`config.mk`:
```
export PLATFORM = sky130hd
export DESIGN_NAME = alu_byte_sequencer
export DESIGN_NICKNAME = d
export VERILOG_FILES = /design/src/rtl/alu_byte_sequencer.sv
export SDC_FILE = /design/constraint.sdc
export NUM_CORES = 1
export LEC_CHECK = 0
export ABC_AREA = 0
export CORE_ASPECT_RATIO = 0.6
export CORE_MARGIN = 1
export CORE_UTILIZATION = 48
export DETAILED_ROUTE_END_ITERATION = 7
export PLACE_DENSITY_LB_ADDON = 0.25
export SETUP_SLACK_MARGIN = 0.05
export SLEW_MARGIN = 20
export SYNTH_ARGS = -nofsm -noshare
export SYNTH_HDL_FRONTEND = slang
export SYNTH_SLANG_ARGS = --single-unit
```
`constraint.sdc`:
```
create_clock -name i_clk -period 3.85 [get_ports i_clk]
set_input_delay 0.5775 -clock i_clk [delete_from_list [all_inputs] [get_ports i_clk]]
set_output_delay 0.5775 -clock i_clk [all_outputs]
set_load 0.02 [all_outputs]
```
`src/rtl/alu_byte_sequencer.sv`:
```
// Byte-stream front end for a combinational ALU: gathers A, B and opcode, runs the ALU, returns the result byte.
// Optional build macro CARRY_REPORT_EN appends a carry byte after each valid result.
module alu_byte_sequencer #(
  parameter int          SIZE     = 8,
  parameter int          NB_OP    = 6,
  parameter logic [7:0]  ERR_CODE = 8'hEE
) (
  input  logic              i_clk,
  input  logic              i_rst_n,
  input  logic              i_rx_valid,
  input  logic [7:0]        i_rx_data,
  output logic              o_rx_ready,
  output logic              o_tx_valid,
  output logic [7:0]        o_tx_data,
  input  logic              i_tx_ready,
  output logic [SIZE-1:0]   o_alu_a,
  output logic [SIZE-1:0]   o_alu_b,
  output logic [NB_OP-1:0]  o_alu_op,
  input  logic [SIZE-1:0]   i_alu_res,
  input  logic              i_alu_carry,
  output logic              o_err
);

`ifdef CARRY_REPORT_EN
  typedef enum logic [2:0] {S_A, S_B, S_OP, S_EXEC, S_TX_RES, S_TX_CRY} state_t;
`else
  typedef enum logic [2:0] {S_A, S_B, S_OP, S_EXEC, S_TX_RES} state_t;
`endif

  state_t state_reg;
  logic   settle_reg;
  logic   rx_fire;
  logic   tx_fire;

  assign rx_fire = i_rx_valid & o_rx_ready;
  assign tx_fire = o_tx_valid & i_tx_ready;

`ifdef CARRY_REPORT_EN
  logic carry_reg;
  logic err_seq_reg;
`else
  logic unused_carry;
  assign unused_carry = i_alu_carry;
`endif

  function automatic logic op_supported(input logic [5:0] op);
    case (op)
      6'h20, 6'h22, 6'h24, 6'h25, 6'h26, 6'h27, 6'h03, 6'h02: op_supported = 1'b1;
      default:                                                 op_supported = 1'b0;
    endcase
  endfunction

  always_ff @(posedge i_clk) begin
    if (!i_rst_n) begin
      state_reg   <= S_A;
      settle_reg  <= 1'b0;
      o_rx_ready  <= 1'b0;
      o_tx_valid  <= 1'b0;
      o_tx_data   <= 8'h00;
      o_alu_a     <= '0;
      o_alu_b     <= '0;
      o_alu_op    <= '0;
      o_err       <= 1'b0;
`ifdef CARRY_REPORT_EN
      carry_reg   <= 1'b0;
      err_seq_reg <= 1'b0;
`endif
    end else begin
      o_err <= 1'b0;
      case (state_reg)
        S_A: begin
          o_rx_ready <= 1'b1;
          if (rx_fire) begin
            o_alu_a   <= i_rx_data[SIZE-1:0];
            state_reg <= S_B;
          end
        end
        S_B: begin
          o_rx_ready <= 1'b1;
          if (rx_fire) begin
            o_alu_b   <= i_rx_data[SIZE-1:0];
            state_reg <= S_OP;
          end
        end
        S_OP: begin
          o_rx_ready <= 1'b1;
          if (rx_fire) begin
            o_rx_ready <= 1'b0;
            if (op_supported(i_rx_data[5:0])) begin
              o_alu_op   <= NB_OP'(i_rx_data[5:0]);
              settle_reg <= 1'b0;
              state_reg  <= S_EXEC;
`ifdef CARRY_REPORT_EN
              err_seq_reg <= 1'b0;
`endif
            end else begin
              o_tx_data  <= ERR_CODE;
              o_tx_valid <= 1'b1;
              o_err      <= 1'b1;
              state_reg  <= S_TX_RES;
`ifdef CARRY_REPORT_EN
              err_seq_reg <= 1'b1;
`endif
            end
          end
        end
        // First cycle lets the freshly registered opcode propagate; capture on the second.
        S_EXEC: begin
          if (!settle_reg) begin
            settle_reg <= 1'b1;
          end else begin
            o_tx_data  <= 8'($signed(i_alu_res));
            o_tx_valid <= 1'b1;
            state_reg  <= S_TX_RES;
`ifdef CARRY_REPORT_EN
            carry_reg  <= i_alu_carry;
`endif
          end
        end
        S_TX_RES: begin
          if (tx_fire) begin
`ifdef CARRY_REPORT_EN
            if (!err_seq_reg) begin
              o_tx_data <= {7'b0, carry_reg};
              state_reg <= S_TX_CRY;
            end else begin
              o_tx_valid <= 1'b0;
              o_rx_ready <= 1'b1;
              state_reg  <= S_A;
            end
`else
            o_tx_valid <= 1'b0;
            o_rx_ready <= 1'b1;
            state_reg  <= S_A;
`endif
          end
        end
`ifdef CARRY_REPORT_EN
        S_TX_CRY: begin
          if (tx_fire) begin
            o_tx_valid <= 1'b0;
            o_rx_ready <= 1'b1;
            state_reg  <= S_A;
          end
        end
`endif
        default: begin
          o_tx_valid <= 1'b0;
          o_rx_ready <= 1'b0;
          state_reg  <= S_A;
        end
      endcase
    end
  end

endmodule
```
-- Yosys cells after proc, flatten, opt, wreduce, memory -nomap -nowiden
Index checks and enable logic that the tools add are counted.
- equality and inequality tests: 19
- muxes and demuxes: 27
- bitwise logic cells: 4
- reduce and logical (&&, ||, !) cells: 13
- operator list (operator ; number):
    6-bit == test, second input constant ; 6
    8-bit two-way mux ; 3
    3-bit two-way mux ; 6
    8-bit one-hot mux with 2 select lines ; 1
    3-bit one-hot mux with 5 select lines ; 1
    2-bit inequality test, second input constant ; 7
    1-bit two-way mux ; 13
    6-bit by 2-bit == test with 1-bit output, second input constant ; 2
    5-bit AND reduction ; 2
    3-bit AND reduction ; 3
    1-bit one-hot mux with 4 select lines ; 2
    8-bit OR reduction ; 1
    3-bit by 2-bit == test with 1-bit output, second input constant ; 2
    2-bit AND reduction ; 3
    4-bit AND reduction ; 1
    3-bit by 1-bit == test with 1-bit output, second input constant ; 1
    3-bit == test, second input constant ; 1
    3-bit logical NOT ; 1
    1-bit AND ; 2
    1-bit inverter ; 2
    1-bit one-hot mux with 2 select lines ; 1
    2-bit nonzero test ; 1
    2-bit OR reduction ; 1
- flip-flop bits (word level): 37
- output and inout port bits: 33
- word-level logic and storage cells: 72

-- Depth between registers and ports, before layout
- depth in word-level cells: 9
- depth in mapped cells: 6
- depth with buffers taken out: 4

-- Worst setup path before layout
Ideal clock, no wire load.
- path type: in2reg
- from: input i_rx_data[2]
- to: register o_alu_op[0]
- setup time: 0.118 ns
- arrival time: 1.342 ns
- required time: 3.732 ns
- setup slack: 2.390 ns
- cell stages on the path: 5
- path buffers: 1
- path through: nand2b_4 -> a21oi_2 -> and3b_1 -> buf_6 -> mux2i_1
- cells in the longest elaborated chain, start to end: 7
- elaborated cells between the ends (all ways): 14
- classes of those cells: eq/ne: 8; mux: 4; reduce/logical: 2
- ends and longest elaborated chain (what ; line ; text):
    start, declared ; 11 ; input logic [7:0] i_rx_data,
    6-bit == test / 6-bit by 2-bit == test with 1-bit output (equally long branches) ; 47 ; case (op)
    8-bit OR reduction * ; 47 ;
    1-bit two-way mux * ; 47 ;
    1-bit two-way mux * ; 87 ; if (rx_fire) begin
    1-bit two-way mux * ; 70 ; case (state_reg)
    1-bit two-way mux * ; 54 ; if (!i_rst_n) begin
    3-bit AND reduction (no source line) * ; -- ;
    end signal, assigned ; 90 ; o_alu_op <= NB_OP'(i_rx_data[5:0]);
    end, declared ; 18 ; output logic [NB_OP-1:0] o_alu_op,
Every way passes the cells marked *; elsewhere a longest branch is shown, timed or not. The select of a mux whose other input is x is not followed.
A chain may end at the register's enable or synchronous reset.

-- Worst setup path in the final report
- from: input i_rst_n
- to: register o_alu_op[3]
- RTL lines (what ; line ; text):
    start, declared ; 9 ; input logic i_rst_n,
No word-level cell between the ends.

==> key figures <==
Run status
  • Outcome: complete, no violations

Critical path
  • Critical Path RT: 4.05 ns
  • Critical path capture point type: flop
  • WP data arrival: ~2.6 ns
  • Crit path kind: primary input to flop
  • CP Launch Type: primary input
  • CP Max Fanout: 24

Place
  • Detailed Place HPWL: about 2.7 mm
  • GP Congestion: 0.829
  • Buffers added on ports: 52
  • Pre-CTS WS: 1.23 ns

Synth
  • Post-Syn Nets: around 190
  • Ys async rst share: 0%
  • Main synth FF type: dfxtp_1
  • EDFF count, synth: 0
  • Area of the mapped netlist: between 0.0015 and 0.002 mm²
  • Synth Register Bits: 37
  • Number of distinct library cells after synthesis: slightly above 40
  • YS warnings: 0
  • Synth Instances: 165
  • Syn Area/Cell: 9.61 µm²
  • Post-synthesis sequential area ratio: about 47%

Clocking
  • CTS Buf Count: 5
  • Clk sinks: 37
  • Clk pin slew, worst setup/hold paths: 0.07 ns
  • Clk_lat worst skew: roughly 0.28 ns
  • Post-CTS sizing: 0
  • CTS Buffer Depth: 2
  • Post-cts hold buffer count: 0
  • Clk root buf: clkbuf_8
  • CTS tree: yes
  • Buffer count from post-CTS setup fixing: 0
  • H-tree levels: 2

Timing
  • Worst-Margin Slew: about 0.77 ns
  • Clock Skews: between 0.002 and 0.003 ns
  • Setup_tns: 0 ns
  • Worst setup margin: 1.48 ns
  • RSZ-0062 raised after global routing: no
  • Relative slew slack: approximately half
  • Slew Viols, Final: 0
  • Max Fclk: 0.422 GHz
  • Final setup violation count: 0
  • WHS: between 0.4 and 0.5 ns
  • Period Utilization, post-route: about 60%
  • Period minus WS final: 2.37 ns
  • Final Hold Fails: 0

Finish
  • FF/Latch Area: roughly 740 µm²
  • Leading cell type in the layout, fill and taps excluded: clkdlybuf4s50_1
  • Filler cells: roughly 210
  • Area Growth Syn to Fin: 38.8%
  • Most frequent cells in the layout: clkdlybuf4s50_1 (52), dfxtp_1 (37), nor2_1 (27), mux2i_1 (20), nand2_1 (15)
  • Nets: 237
  • Area of the multi-input gates: 785 µm²
  • Biggest regs: o_alu_a (8), o_alu_b (8), o_tx_data (8)
  • Layout cells sized above 1: between 10% and 20%
  • Antenna Cells: 0
  • Fin util: ~73%

Route
  • Initial DRC Count: a little over 80
  • WL final: 3.63 mm
  • First-pass DRT Iterations: 4
  • Drt wl/cell: around 14 µm
  • Via count: between 1,000 and 1,500
  • # DRC: 0
  • Via density: 5.34
  • Post-route ant nets: 0

Power and ir drop
  • Clock power share: 33.4%
  • Net switching power: 0.000199 W
  • Combinational share of power: approximately 14%
  • Tot Pwr: a little under 0.0008 W
  • Seq pwr share: 52.5%
  • Worst vdd ir: 0.306 mV
  • Sw frac: roughly 26%
  • Power density of the placed cells: roughly 350 mW/mm²
  • P_int: roughly 0.00057 W
  • Lkg Pwr: roughly 0.85 nW

GRT
  • Initial antenna violation count: 0
  • Number of global-route vias before repair: about 1,300
  • First-pass GRT wire length: between 5 and 6 mm
  • GR Util All Layers: about 22%
  • Grt ovf: 0
  • Largest net degree at the start of global routing: 25

Die
  • Core box area: 0.00300 mm²
  • IO Count: 54
  • Initial core utilization: between 50% and 60%
  • Die Area: around 0.0035 mm²
  • # rows: 15
  • Die Wd: 76.2 µm
  • Die height: 46.5 µm

Min path
  • Worst Hold Class: flop to flop

Run
  • Max Cap Viol: 0
-- layer usage --
metal	part of all wire, %	global-route usage (%)	vias to the layer above
met5	0	0	-
met4	0.74	7.31	0
met3	6.6	6.93	2
met2	45	35.5	50
met1	48	28.3	654
li1	-	-	677
-- critical path, cell delays in order --
cell             delay, ns
clkdlybuf4s50_1       0.97
clkinv_1              0.71
nor3b_2               0.30
-- path summary, 6_finish.rpt --
| path | from | slack [ns] | end | cells after the start |
|---|---|---|---|---|
| max | i_rst_n | 1.48 | o_alu_op[3]$_SDFFE_PN0P_ | 3 |
| min | o_alu_op[0]$_SDFFE_PN0P_ | 0.46 | o_alu_op[0]$_SDFFE_PN0P_ | 2 |
| max reg2reg | state_reg[0]$_SDFFE_PN0P_ | 2.04 | o_tx_data[4]$_SDFFE_PN0P_ | 4 |
| min reg2reg | o_alu_op[0]$_SDFFE_PN0P_ | 0.46 | o_alu_op[0]$_SDFFE_PN0P_ | 2 |
-- cells in the mapped netlist, drive strengths merged (3+ instances only) --
library cell / n / area [µm²]
dfxtp: 37 / 741
nor2: 29 / 119
mux2i: 20 / 200
nand2: 15 / 56.3
a21oi: 11 / 58.8
o21ai: 10 / 50.1
buf: 5 / 33.8
and3: 3 / 23.8
clkbuf: 3 / 11.3
inv: 3 / 11.3
nor3b: 3 / 32.5
-- cells by family after synthesis --
group | after synthesis | synth area share (%)
simple gates | 60 | 20.5
mux | 22 | 14.0
flops | 37 | 46.7
buf+inv | 12 | 3.79
compound gates | 34 | 14.9
-- stage by stage --
stage / area, µm² / cells
2_1_floorplan: 1590 / 165
3_3_place_gp: 2110 / 251
3_5_place_dp: 2110 / 251
4_1_cts: 2200 / 259
5_1_grt: 2200 / 259
6_report: 2200 / 259
-- layout make-up --
type / count / area share, %
Multi-Input combinational cell: 116 / 35.7
Sequential cell: 37 / 33.7
Timing Repair Buffer: 52 / 23.7
Clock buffer: 5 / 3.13
Tap cell: 42 / 2.39
Clock inverter: 3 / 0.796
Inverter: 4 / 0.683
-- power by group through the flow --
stage | clock [W] | combinational [W] | sequential, W
global route | 0.000278 | 0.000117 | 0.000407
finish | 0.000258 | 0.000109 | 0.000405
detailed placement | 0 | 0.000109 | 0.000414
floorplan | 0 | 0.0000492 | 0.000421
CTS | 0.000263 | 0.000109 | 0.000405
global placement | 0 | 0.000105 | 0.000413
Power figures use the tool's default switching activity.
==> patch: new RTL, same flow settings <==
Set the parameter `NB_OP` to 7 (it was 6).
--- a/src/rtl/alu_byte_sequencer.sv
+++ b/src/rtl/alu_byte_sequencer.sv
@@ -4,3 +4,3 @@
   parameter int          SIZE     = 8,
-  parameter int          NB_OP    = 6,
+  parameter int          NB_OP    = 7,
   parameter logic [7:0]  ERR_CODE = 8'hEE
Ports: changed (resized o_alu_op); port bits go from 54 to 55. No check against the original RTL was run, so the function may have changed too.
==> patch against the unedited design <==
Worst hold slack worse by 8.6 ps; maximum frequency up 16%; routed wire length rose by 5.1%; clock skew grew 7.8 ps; power rose by 2.4%; sequential cell count did not move; design area fell by 0.80%; count of clock-buffer cells in the layout grew 1; setup slack better by 330 ps; area after synthesis decreased by 0.32%; largest cell class unchanged.
==> patch: results (changes against the unedited design) <==
\begin{tabular}{lr}
\hline
Metric & Value \\
\hline
\multicolumn{2}{l}{\textbf{Synth}} \\
\quad Post-Synthesis Net Count & 196 (was 186) \\
\quad Register area share after synthesis & 46.87\% (was 46.72\%) \\
\quad Top area cells in the synthesized netlist & dfxtp\_1 (47\%), mux2i\_1 (7.6\%), nand2\_1 (5.7\%) (was dfxtp\_1 (47\%), mux2i\_1 (13\%), nor2\_1 (6.4\%)) \\
\quad Most common library cells after synthesis & dfxtp\_1 (37), nand2\_1 (24), nand3\_1 (14), nor2\_1 (14), mux2i\_1 (12) (was dfxtp\_1 (37), nor2\_1 (27), mux2i\_1 (20)) \\
\multicolumn{2}{l}{\textbf{Global routing}} \\
\quad Met2 Use GR & 38.36\% (was 35.45\%) \\
\quad Pin count of the biggest net entering global routing & 43 (was 25) \\
\quad Wire length of the first global-routing pass & 6182 um (was 5878 um) \\
\quad Met3 Resource Use GR & 6.337\% (was 6.931\%) \\
\quad Via count of the first global-routing pass & 1332 (was 1265) \\
\quad GRT Total Usage & 22.89\% (was 21.86\%) \\
\multicolumn{2}{l}{\textbf{Worst hold path}} \\
\quad Capture endpoint of the worst hold path & o\_alu\_op[2] (was o\_alu\_op[0]) \\
\quad Critical hold path startpoint & o\_alu\_op[2] (was o\_alu\_op[0]) \\
\multicolumn{2}{l}{\textbf{Worst setup path}} \\
\quad Kind of cell adding the most delay to the critical path & simple AND/OR/NAND/NOR gates (was buffers and inverters) \\
\quad Setup slack of the most critical reg-to-reg path & 2070 ps (was 2040 ps) \\
\quad Maximum fanout along the worst path & 10 (was 24) \\
\multicolumn{2}{l}{\textbf{Pwr}} \\
\quad Worst IR Drop VDD & 0.3090 mV (was 0.3059 mV) \\
\multicolumn{2}{l}{\textbf{Placement}} \\
\quad Hpwl dp & 2748 um (was 2682 um) \\
\quad Area post-placement & 2086 sq um (was 2113 sq um) \\
\multicolumn{2}{l}{\textbf{Finish}} \\
\quad Share of post-route cells with drive strength above 1 & 6.696\% (was 10.60\%) \\
\quad Number of nets in the layout & 244 (was 237) \\
\multicolumn{2}{l}{\textbf{Drt}} \\
\quad Via-to-Cell Ratio & 5.350 (was 5.340) \\
\quad Average wire per cell in the routed design & 14.35 um (was 14.02 um) \\
\quad Drt first-iter violations & 128 (was 81) \\
\multicolumn{2}{l}{\textbf{Timing}} \\
\quad Max Clock Skew & 10.72 ps (was 2.930 ps) \\
\quad Least-Margin Pin Slew & 746.3 ps (was 774.0 ps) \\
\quad Worst hold margin & 455.6 ps (was 464.2 ps) \\
\multicolumn{2}{l}{\textbf{Clock tree}} \\
\quad Number of gates resized after CTS & 0 (unchanged) \\
\multicolumn{2}{l}{\textbf{Outcome}} \\
\quad Status & complete, no violations (unchanged) \\
\hline
\end{tabular}
patch: cells by family after synthesis:
logic type	count (synthesis)	synth area share [%]
AO/OA/AOI/OAI	38	15.60
flip-flops	37	46.87
multiplexers	13	8.314
other	1	0.2373
AND/OR/NAND/NOR	74	24.23
buffers and inverters	12	4.750
patch: worst max path at each step:
stage                             from          end  slack [ps]  cells past startpoint
after floorplan           i_rx_data[2]  o_alu_op[3]        2320                      5
after global placement      i_rx_valid  o_alu_op[4]        1560                      5
after detailed placement    i_rx_valid  o_alu_op[4]        1500                      5
after CTS                   i_rx_valid  o_alu_op[4]        1800                      5
after global routing        i_rx_valid  o_alu_op[4]        1710                      5
final                       i_rx_valid  o_alu_op[4]        1800                      5
patch: metal layers:
| metal | up-vias | wire (um) |
|---|---|---|
| li1 | 697 | - |
| met5 | - | 0 |
| met4 | 0 | 17 |
| met3 | 2 | 309 |
| met1 | 664 | 1715 |
| met2 | 60 | 1774 |
patch: report_power, final:
part           switching [uW]  total (uW)  internal [uW]
clock                     141         286            145
sequential               9.89         403            393
combinational            51.9         102           49.9
patch: final cells by class:
cell class	count	area, sq um
fillers	233	820.8
multi-input cells	126	764.5
flip-flops and latches	37	740.7
repair buffers	53	528.0
clock buffers	6	82.58
well taps	42	52.55
clock inverters	2	13.76
patch: through the flow:
step / util [%] / total power (uW) / std cells
2_1_floorplan: - / 464.6 / 175
4_1_cts: 72.67 / 792.2 / 266
5_1_grt: 72.67 / 817.0 / 266
6_report: 72.67 / 791.0 / 266
3_3_place_gp: 69.46 / 508.1 / 258
3_5_place_dp: 69.46 / 512.0 / 258
patch: tightest hold or removal path, stage by stage (launching register included):
cell and delay (ps):
dfxtp_1 310, nand2_1 50, mux2i_1 50
